==> src/rtl/keypad_scanner.sv <==
// 3x4 matrix keypad scanner: one-hot column drive, per-frame row analysis and a
// press/release debounce FSM producing registered key pulses.
module keypad_scanner #(
  parameter int DEBOUNCE_SCANS = 4,
  parameter int SCAN_DWELL     = 1
) (
  input  logic       clk_1,
  input  logic       rst,
  input  logic [3:0] key_row,
  output logic [2:0] key_col,
  output logic [3:0] key_code,
  output logic       key_valid,
  output logic       key_held,
  output logic       keypad_1,
  output logic       keypad_2,
  output logic       keypad_3,
  output logic       keypad_0,
  output logic       multi_err
);

  typedef enum logic [1:0] {IDLE, PRESS_CHK, HELD, REL_CHK} state_t;

  // Key code for a single hit at (row, col); row 3 holds *, 0, #.
  function automatic logic [3:0] code_of(input logic [1:0] row, input logic [1:0] col);
    logic [3:0] code;
    if (row == 2'd3) begin
      case (col)
        2'd0:    code = 4'd10;
        2'd1:    code = 4'd0;
        default: code = 4'd11;
      endcase
    end else begin
      code = 4'({2'b00, row} * 4'd3 + {2'b00, col} + 4'd1);
    end
    return code;
  endfunction

  // Inverse map: {row, col} of a key code.
  function automatic logic [3:0] pos_of(input logic [3:0] code);
    logic [3:0] pos;
    case (code)
      4'd1:    pos = {2'd0, 2'd0};
      4'd2:    pos = {2'd0, 2'd1};
      4'd3:    pos = {2'd0, 2'd2};
      4'd4:    pos = {2'd1, 2'd0};
      4'd5:    pos = {2'd1, 2'd1};
      4'd6:    pos = {2'd1, 2'd2};
      4'd7:    pos = {2'd2, 2'd0};
      4'd8:    pos = {2'd2, 2'd1};
      4'd9:    pos = {2'd2, 2'd2};
      4'd10:   pos = {2'd3, 2'd0};
      4'd11:   pos = {2'd3, 2'd2};
      default: pos = {2'd3, 2'd1};
    endcase
    return pos;
  endfunction

  localparam logic [3:0] DWELL_LAST = 4'(SCAN_DWELL - 1);
  localparam logic [3:0] DEB_N      = 4'(DEBOUNCE_SCANS);

  logic [3:0] dwell_cnt;
  logic [1:0] col_idx;
  logic       sample, frame_end;

  assign sample    = (dwell_cnt == DWELL_LAST);
  assign frame_end = sample && (col_idx == 2'd2);

  // NOTE: async active-low reset sits in the sensitivity list; every state
  // element gets a defined value while rst is low.
  always_ff @(posedge clk_1 or negedge rst) begin
    if (!rst) begin
      dwell_cnt <= '0;
      col_idx   <= '0;
    end else if (sample) begin
      // NOTE: non-blocking assignments keep all registers updating from
      // pre-edge values, independent of statement order.
      dwell_cnt <= '0;
      col_idx   <= (col_idx == 2'd2) ? 2'd0 : col_idx + 2'd1;
    end else begin
      dwell_cnt <= dwell_cnt + 4'd1;
    end
  end

  always_comb begin
    case (col_idx)
      2'd1:    key_col = 3'b010;
      2'd2:    key_col = 3'b100;
      default: key_col = 3'b001;
    endcase
  end

  // Per-column analysis merged with what earlier columns of this frame saw.
  state_t     state_q, state_d;
  logic [3:0] cnt_q, cnt_d, cand_q, cand_d;
  logic [2:0] cur_hits, sum_hits;
  logic [1:0] row_idx, acc_hits, tot_hits;
  logic [3:0] acc_code, tot_code, cand_pos;
  logic       acc_cand, tot_cand;

  assign cand_pos = pos_of(cand_q);

  always_comb begin
    // NOTE: defaults first so no path leaves a signal unassigned (no latches).
    cur_hits = 3'($countones(key_row));
    row_idx  = 2'd3;
    case (key_row)
      4'b0001: row_idx = 2'd0;
      4'b0010: row_idx = 2'd1;
      4'b0100: row_idx = 2'd2;
      default: row_idx = 2'd3;
    endcase
    sum_hits = {1'b0, acc_hits} + ((cur_hits > 3'd2) ? 3'd2 : cur_hits);
    tot_hits = (sum_hits > 3'd2) ? 2'd2 : sum_hits[1:0];
    tot_code = (cur_hits != 3'd0) ? code_of(row_idx, col_idx) : acc_code;
    tot_cand = acc_cand || ((col_idx == cand_pos[1:0]) && key_row[cand_pos[3:2]]);
  end

  always_ff @(posedge clk_1 or negedge rst) begin
    if (!rst) begin
      acc_hits <= '0;
      acc_code <= '0;
      acc_cand <= 1'b0;
    end else if (sample) begin
      if (col_idx == 2'd2) begin
        acc_hits <= '0;
        acc_code <= '0;
        acc_cand <= 1'b0;
      end else begin
        acc_hits <= tot_hits;
        acc_code <= tot_code;
        acc_cand <= tot_cand;
      end
    end
  end

  logic       valid_d, merr_d;
  logic [3:0] cnt_inc;

  assign cnt_inc = (cnt_q == 4'hF) ? cnt_q : cnt_q + 4'd1;

  always_comb begin
    state_d = state_q;
    cnt_d   = cnt_q;
    cand_d  = cand_q;
    valid_d = 1'b0;
    merr_d  = 1'b0;
    if (frame_end) begin
      case (state_q)
        IDLE: begin
          if (tot_hits == 2'd1) begin
            state_d = PRESS_CHK;
            cand_d  = tot_code;
            cnt_d   = 4'd1;
          end else if (tot_hits == 2'd2) begin
            merr_d = 1'b1;
          end
        end
        PRESS_CHK: begin
          if (tot_hits == 2'd1 && tot_code == cand_q) begin
            if (cnt_inc >= DEB_N) begin
              state_d = HELD;
              cnt_d   = '0;
              valid_d = 1'b1;
            end else begin
              cnt_d = cnt_inc;
            end
          end else begin
            state_d = IDLE;
            cnt_d   = '0;
          end
        end
        HELD: begin
          if (!tot_cand) begin
            state_d = REL_CHK;
            cnt_d   = 4'd1;
          end
        end
        default: begin
          if (tot_cand) begin
            state_d = HELD;
            cnt_d   = '0;
          end else if (cnt_inc >= DEB_N) begin
            state_d = IDLE;
            cnt_d   = '0;
          end else begin
            cnt_d = cnt_inc;
          end
        end
      endcase
    end
  end

  always_ff @(posedge clk_1 or negedge rst) begin
    if (!rst) begin
      state_q   <= IDLE;
      cnt_q     <= '0;
      cand_q    <= '0;
      key_code  <= '0;
      key_valid <= 1'b0;
      multi_err <= 1'b0;
      keypad_1  <= 1'b0;
      keypad_2  <= 1'b0;
      keypad_3  <= 1'b0;
      keypad_0  <= 1'b0;
    end else begin
      state_q   <= state_d;
      cnt_q     <= cnt_d;
      cand_q    <= cand_d;
      key_valid <= valid_d;
      multi_err <= merr_d;
      keypad_1  <= valid_d && (cand_q == 4'd1);
      keypad_2  <= valid_d && (cand_q == 4'd2);
      keypad_3  <= valid_d && (cand_q == 4'd3);
      keypad_0  <= valid_d && (cand_q == 4'd0);
      if (valid_d) key_code <= cand_q;
    end
  end

  assign key_held = (state_q == HELD) || (state_q == REL_CHK);

endmodule
==> config.mk <==
export PLATFORM = sky130hd
export DESIGN_NAME = keypad_scanner
export DESIGN_NICKNAME = d
export VERILOG_FILES = /design/src/rtl/keypad_scanner.sv
export SDC_FILE = /design/constraint.sdc
export NUM_CORES = 1
export LEC_CHECK = 0
export CAP_MARGIN = 0
export CELL_PAD_IN_SITES_DETAIL_PLACEMENT = 2
export CELL_PAD_IN_SITES_GLOBAL_PLACEMENT = 2
export CORE_AREA = 2 2 81 83
export DETAILED_ROUTE_END_ITERATION = 8
export DIE_AREA = 0 0 83 85
export GPL_ROUTABILITY_DRIVEN = 0
export PLACE_DENSITY = 0.78
export SYNTH_ARGS = -nofsm -noshare
export SYNTH_HDL_FRONTEND = slang
export SYNTH_SLANG_ARGS = --single-unit
==> constraint.sdc <==
create_clock -name clk_1 -period 4.3 [get_ports clk_1]
set_clock_uncertainty 0.1 [all_clocks]
set_input_delay 0.645 -clock clk_1 [delete_from_list [all_inputs] [get_ports clk_1]]
set_output_delay 0.645 -clock clk_1 [all_outputs]
set_load 0.01 [all_outputs]
## Word-level counts from Yosys, hierarchy flattened

Memories as Yosys holds them, arrays and structs flattened.
Cells that the tools add are included.

| cells by class | value |
|---|---|
| add/subtract/negate cells | 9 |
| $mul | 1 |
| $lt $le $gt $ge | 4 |
| eq/ne operators | 20 |
| mux-type cells | 36 |
| reduce and logical (&&, ||, !) cells | 18 |

Operator list:

| cell | count |
|---|---|
| 4-bit two-way mux | 10 |
| 2-bit two-way mux | 9 |
| 4-bit by 1-bit adder with 4-bit output, second input constant | 3 |
| 4-bit by 2-bit == test with 1-bit output, second input constant | 3 |
| 2-bit case mux with 3 select lines | 2 |
| 4-bit case mux with 3 select lines | 1 |
| 2-bit == test, second input constant | 5 |
| 1-bit two-way mux | 10 |
| 4-bit by 1-bit == test with 1-bit output, second input constant | 2 |
| 4-bit zero test | 2 |
| 4-bit case mux with 2 select lines | 1 |
| 1-bit logical AND | 7 |
| 2-bit by 1-bit == test with 1-bit output, second input constant | 3 |
| 3-bit by 2-bit > comparator with 1-bit output, second input constant | 2 |
| 3-bit case mux with 2 select lines | 1 |
| 3-bit AND reduction | 2 |
| 5-bit AND reduction | 1 |
| 5-bit nonzero test | 1 |
| 1-bit by 1-bit adder with 2-bit output | 2 |
| 4-bit by 2-bit adder with 4-bit output | 1 |
| 4-bit by 3-bit == test with 1-bit output, second input constant | 1 |
| 4-bit == test | 1 |
| 4-bit == test, second input constant | 1 |
| 4-bit by 3-bit greater-or-equal comparator with 1-bit output, second input constant | 1 |
| 13 further kinds | 16 |

| storage, ports and cells | value |
|---|---|
| register bits after elaboration | 33 |
| memory bits (read-only) | 64 |
| input bits | 6 |
| output and inout port bits | 14 |
| logic and storage cells | 104 |
| memories kept | 1 |

Memories:

| name | depth | width | rd ports | clocked after memory_dff | write ports | RTL line | source |
|---|---|---|---|---|---|---|---|
| (name not given) | 16 | 4 | 1 | 0 | 0 | 41 | `case (code)` |

## Logic depth before layout (Yosys ltp)

| logic depth | value |
|---|---|
| word-level depth | 13 |
| depth in mapped cells | 16 |
| gate-level depth less buffers | 16 |

## Least setup slack after synthesis

No wires, ideal clock.

| timing | value |
|---|---|
| path type | input to register |
| start | in key_row[0] |
| end | reg key_code[0] |
| library setup time | 0.125 ns |
| data arrival time | 3.852 ns |
| required time | 4.075 ns |
| path slack | 0.223 ns |
| cell stages on the path | 14 |
| path buffers | 0 |
| cell sequence | fa_1 > ha_1 > inv_1 > ha_1 > and2_1 > ha_1 > fa_1 > nand2b_1 > a21oi_1 > nand3_1 > mux2i_1 > and4_4 > nor3b_4 > mux2_4 |

| on the way | value |
|---|---|
| longest elaborated chain between the ends | 12 |
| elaborated cells on any way between the ends | 24 |
| classes of those cells | 5 x add/sub; 1 x mul; 2 x order compare; 6 x eq/ne; 8 x mux; 2 x reduce/logical |

RTL lines:

| what | RTL line | source |
|---|---|---|
| start, declared | 9 | `input logic [3:0] key_row,` |
| 4-bit by 3-bit == test with 1-bit output (tied with other cells) | 106 | `case (key_row)` |
| 2-bit case mux with 3 select lines or 2-bit by 2-bit adder with 3-bit output (tied branches) | 106, 104 |  |
| 2-bit by 2-bit multiplier with 4-bit output or 3-bit by 2-bit > comparator with 1-bit output (tied branches) | 33, 112 |  |
| 4-bit by 2-bit adder with 4-bit output or 3-bit two-way mux (tied branches) | 33, 112 |  |
| 4-bit by 1-bit adder with 4-bit output or 2-bit by 3-bit adder with 3-bit output (tied branches) | 33, 112 |  |
| 4-bit two-way mux or 3-bit by 2-bit > comparator with 1-bit output (tied branches) | 26, 113 |  |
| 4-bit two-way mux or 2-bit two-way mux (tied branches) | 114, 113 |  |
| 4-bit == test or 2-bit by 1-bit == test with 1-bit output (tied branches) | 159 | `if (tot_hits == 2'd1 && tot_code == cand_q) begin` |
| 1-bit logical AND * | 159 |  |
| 1-bit two-way mux * | 159 |  |
| 1-bit two-way mux * | 148 | `case (state_q)` |
| 1-bit two-way mux * | 147 | `if (frame_end) begin` |
| net valid_d | 136 | `logic valid_d, merr_d;` |
| end signal, assigned | 215 | `if (valid_d) key_code <= cand_q;` |
| end, declared | 11 | `output logic [3:0] key_code,` |

The timed path passes the listed nets; every way through them passes the cells marked *.
A chain may end at the register's enable or synchronous reset.

## Worst setup path after layout

| timing | value |
|---|---|
| start | in key_row[2] |
| end | reg state_q[0] |

| on the way | value |
|---|---|
| longest elaborated chain between the ends | 11 |
| elaborated cells on any way between the ends | 33 |
| classes of those cells | 5 x add/sub; 1 x mul; 2 x order compare; 9 x eq/ne; 10 x mux; 6 x reduce/logical |

RTL lines:

| what | RTL line | source |
|---|---|---|
| 4-bit by 3-bit == test with 1-bit output (tied with other cells) | 106 |  |
| 2-bit case mux with 3 select lines or 2-bit by 2-bit adder with 3-bit output (tied branches) | 106, 104 |  |
| 2-bit by 2-bit multiplier with 4-bit output or 3-bit by 2-bit > comparator with 1-bit output (tied branches) | 33, 112 |  |
| 4-bit by 2-bit adder with 4-bit output or 3-bit two-way mux (tied branches) | 33, 112 |  |
| 4-bit by 1-bit adder with 4-bit output or 2-bit by 3-bit adder with 3-bit output (tied branches) | 33, 112 |  |
| 4-bit two-way mux or 3-bit by 2-bit > comparator with 1-bit output (tied branches) | 26, 113 |  |
| 4-bit two-way mux or 2-bit two-way mux (tied branches) | 114, 113 |  |
| 4-bit == test or 2-bit by 1-bit == test with 1-bit output (tied branches) | 159, 150 |  |
| 1-bit logical AND | 159 |  |
| 3-bit inequality test (no source line) or 2-bit two-way mux (tied branches) | - |  |
| 5-bit AND reduction (no source line) or 2-bit case mux with 3 select lines (tied branches) | - |  |
| end signal, assigned | 206 | `state_q <= state_d;` |
| end, declared | 93 | `state_t state_q, state_d;` |

Several ways; a longest one is shown, not always the timed one. The select of a mux whose other input is x is not followed.

==> flow_summary.ini <==
[die]
die_x_um = 83
fp.dieH_um = 85
io_pins = 20
rows = 29
start_util_pct = 35.6
core_um2 = 6200
die-area_um2 = 7060

[flow_run]
cap_violations = 0

[layout]
multi_input_area_um2 = 1340
area_growth_pct = 27.6
layout-drive-gt1-share_pct = 23.0
post-route-util_pct = 45.4
nets = 297
finalNonFillerCells = 342
diodes = 0
seqCellArea_um2 = 826
fillers = 647

[grt]
first_global_vias = 2019
grt_max_degree = 34
antenna_found_initial = 0
track_usage_pct = 18.1
grt_pass1_wl_um = 10200
grt_overflow_total = 0

[place]
io_buffers = 19
dpl.hpwl_um = 4400
dp.cells = 330

[setup_path]
worst-path-max-fanout = 5
setup.worst_path.start_class = primary input
crit_path_end_kind = flop
critical_path_required_ns = 4.38
cp.arrival_ns = 4.17
critical_path_class = primary input to flop

[timing]
finalCritPeriodShare_pct = 95.0
timing.hold.ws_ns = 0.398
finalHoldViolCount = 0
rsz0062_at_grt = false
worst_pin_slew_ns = 0.592
slew_viol_final = 0
fmax_ghz = 0.245
final-setup-viol-count = 0
layout_min_cycle_time_ns = 4.09
maxSlewHeadroom_pct = 60.4

[routing]
drt-initial-drc-count = 74
wl_per_cell_um = 17.4
drt-total-wl_um = 5960
antenna_left = 0
num_vias = 1771
dr.pass1.iters = 4
via_per_inst = 5.18
route.detailed.drc = 0

[clock_tree]
cts_tree = built
cts-buffers-inserted = 5
root_buffer = clkbuf_8
htree_num_levels = 2
insertion_delay_ns = 0.29
clockBufferDepth = 2
clock-sinks = 33
clkSlewWorstSetupHoldPaths_ns = 0.07

[pwr]
cellPowerDensity_nw_per_um2 = 395
leakage_uw = 0.00136
vdd_drop_max_mv = 0.160

[logic_synthesis]
synth_top_flop_cell = dfrtp_1
syn_area_um2 = 2210
syn_inst = 216
synth-seq-cells = 33
synth_seq_area_share_pct = 37.4
synth_warnings = 0
synthesis.nets = 249
syn-mean-instance-area_um2 = 10.2
synth_edf_count = 0
synth_cell_type_count = 55
synthArstFlopShare_pct = 100

[min_path]
hold_class = flop to flop

[status]
status = complete, no violations
==> final timing paths <==
check	depth (start not counted)	slack (ns)	from	endpoint
worst max register to register	12	1.08	col_idx[0]$_DFFE_PN0N_	state_q[0]$_DFFE_PN0P_
worst max-delay path	15	0.21	key_row[2]	state_q[0]$_DFFE_PN0P_
max in group asynchronous	2	3.11	rst	acc_code[1]$_DFFE_PN0N_
worst min register to register	1	0.40	dwell_cnt[3]$_DFF_PN0_	dwell_cnt[3]$_DFF_PN0_
min in group asynchronous	2	0.68	rst	keypad_3$_DFF_PN0_
worst min-delay path	1	0.40	dwell_cnt[3]$_DFF_PN0_	dwell_cnt[3]$_DFF_PN0_
==> stage by stage <==
| step | power [uW] | instance area [um^2] | setup slack [ns] | setup TNS, ns |
|---|---|---|---|---|
| 2_1_floorplan | 714 | 2210 | 0.223 | 0 |
| 3_3_place_gp | 829 | 2650 | -0.262 | -2.33 |
| 3_5_place_dp | 856 | 2650 | -0.385 | -3.90 |
| 4_1_cts | 1100 | 2770 | -0.00836 | -0.00836 |
| 5_1_grt | 1200 | 2810 | 0.0520 | 0 |
| 6_report | 1110 | 2810 | 0.214 | 0 |
==> registers in the layout, indices dropped and copies added (netlist names), 2 cells and up <==
register / count
col_idx: 2
state_q: 2
acc_code: 4
dwell_cnt: 4
key_code: 4
cand_q: 4
acc_hits: 2
cnt_q: 4
==> worst max-delay path: stages <==
cell	delay (ns)
clkdlybuf4s50_1	0.52
nor2_1	0.14
nand2_1	0.11
ha_1	0.32
ha_1	0.30
buf_4	0.14
ha_1	0.27
a21o_1	0.19
a221oi_2	0.29
o31ai_2	0.12
xnor2_1	0.15
and4_4	0.17
buf_4	0.15
a221oi_4	0.33
mux2_4	0.33
==> cell usage after synthesis, drive strengths merged (2+ instances only) <==
| cell | count | area [um^2] |
|---|---|---|
| ha | 24 | 300 |
| mux2 | 8 | 105 |
| o21ai | 7 | 35.0 |
| a22o | 3 | 27.5 |
| nand3 | 4 | 20.0 |
| and4 | 2 | 20.0 |
| a21o | 3 | 22.5 |
| o31ai | 6 | 55.1 |
| nand3b | 3 | 22.5 |
| xnor2 | 5 | 43.8 |
| nand2 | 19 | 71.3 |
| buf | 2 | 10.0 |
| a221oi | 3 | 38.8 |
| mux2i | 2 | 20.0 |
| inv | 17 | 63.8 |
| xor2 | 2 | 17.5 |
| nand4 | 2 | 12.5 |
| a221o | 2 | 21.3 |
| nand2b | 2 | 12.5 |
| dfrtp | 33 | 826 |
| a2bb2oi | 2 | 17.5 |
| and2 | 5 | 31.3 |
| fa | 3 | 60.1 |
| or4 | 2 | 15.0 |
| nor2 | 17 | 63.8 |
| and3 | 5 | 36.3 |
| clkbuf | 4 | 15.0 |
| nor2b | 3 | 18.8 |
| a21boi | 3 | 22.5 |
| nor3 | 2 | 21.3 |
| a21oi | 7 | 35.0 |
| nor3b | 2 | 26.3 |
==> power by group <==
| group | internal (uW) | switching, uW |
|---|---|---|
| combinational | 213 | 225 |
| sequential | 353 | 92.7 |
| clock | 112 | 117 |
==> cell families after synthesis <==
logic type | count (synthesis) | share of synthesized area [%]
AND/OR/NAND/NOR | 72 | 18.3
AO/OA/AOI/OAI | 44 | 15.4
flip-flops | 33 | 37.4
adder cells (fa/ha/maj) | 27 | 16.3
buffers and inverters | 23 | 4.03
multiplexers | 10 | 5.67
XOR/XNOR | 7 | 2.78
==> cell type report <==
cell class | instances | area share (%)
clock buffer | 6 | 2.58
multi-input combinational | 160 | 47.5
timing repair buffer | 47 | 14.5
tap | 77 | 3.42
inverter | 17 | 2.27
sequential | 33 | 29.3
clock inverter | 2 | 0.356
==> metal layers <==
metal / GRT usage, % / routed length, um
met2: 31.3 / 2960
met1: 23.7 / 2800
met5: 0 / 0
met4: 4.92 / 73
met3: 2.63 / 124
==> cells in the final DEF (no fill, tap or decap), types with 2 or more instances in the layout <==
cell type / Yosys / final
xnor2_1: 5 / 5
mux2i_1: 2 / 2
a21boi_1: 3 / 3
dfrtp_1: 33 / 33
or4_1: 2 / 2
nor2_1: 17 / 17
inv_1: 17 / 16
clkbuf_8: 0 / 5
nand4_1: 2 / 2
nand3_1: 4 / 4
a21oi_1: 7 / 5
buf_4: 0 / 27
o21ai_1: 3 / 3
mux2_4: 4 / 6
dlymetal6s2s_1: 0 / 2
clkdlybuf4s50_1: 0 / 16
ha_1: 24 / 23
xor2_1: 2 / 2
o31ai_1: 4 / 4
and3_1: 4 / 4
a22o_1: 2 / 2
nor2b_1: 3 / 3
a2bb2oi_1: 2 / 2
nand3b_1: 3 / 3
a21o_1: 3 / 3
and2_1: 5 / 5
o21ai_0: 4 / 4
mux2_2: 3 / 2
nand2_1: 19 / 19
o31ai_2: 2 / 2
fa_1: 3 / 2
clkinv_2: 0 / 2
==> what timing repair did <==
action,4_1_cts,5_1_grt
setup buffers,2,2
hold buffers,0,0
resized for setup,7,7
hold endpoints to repair,0,0
setup endpoints to repair,7,13
pin swaps,3,5
Power figures use the tool's default switching activity.
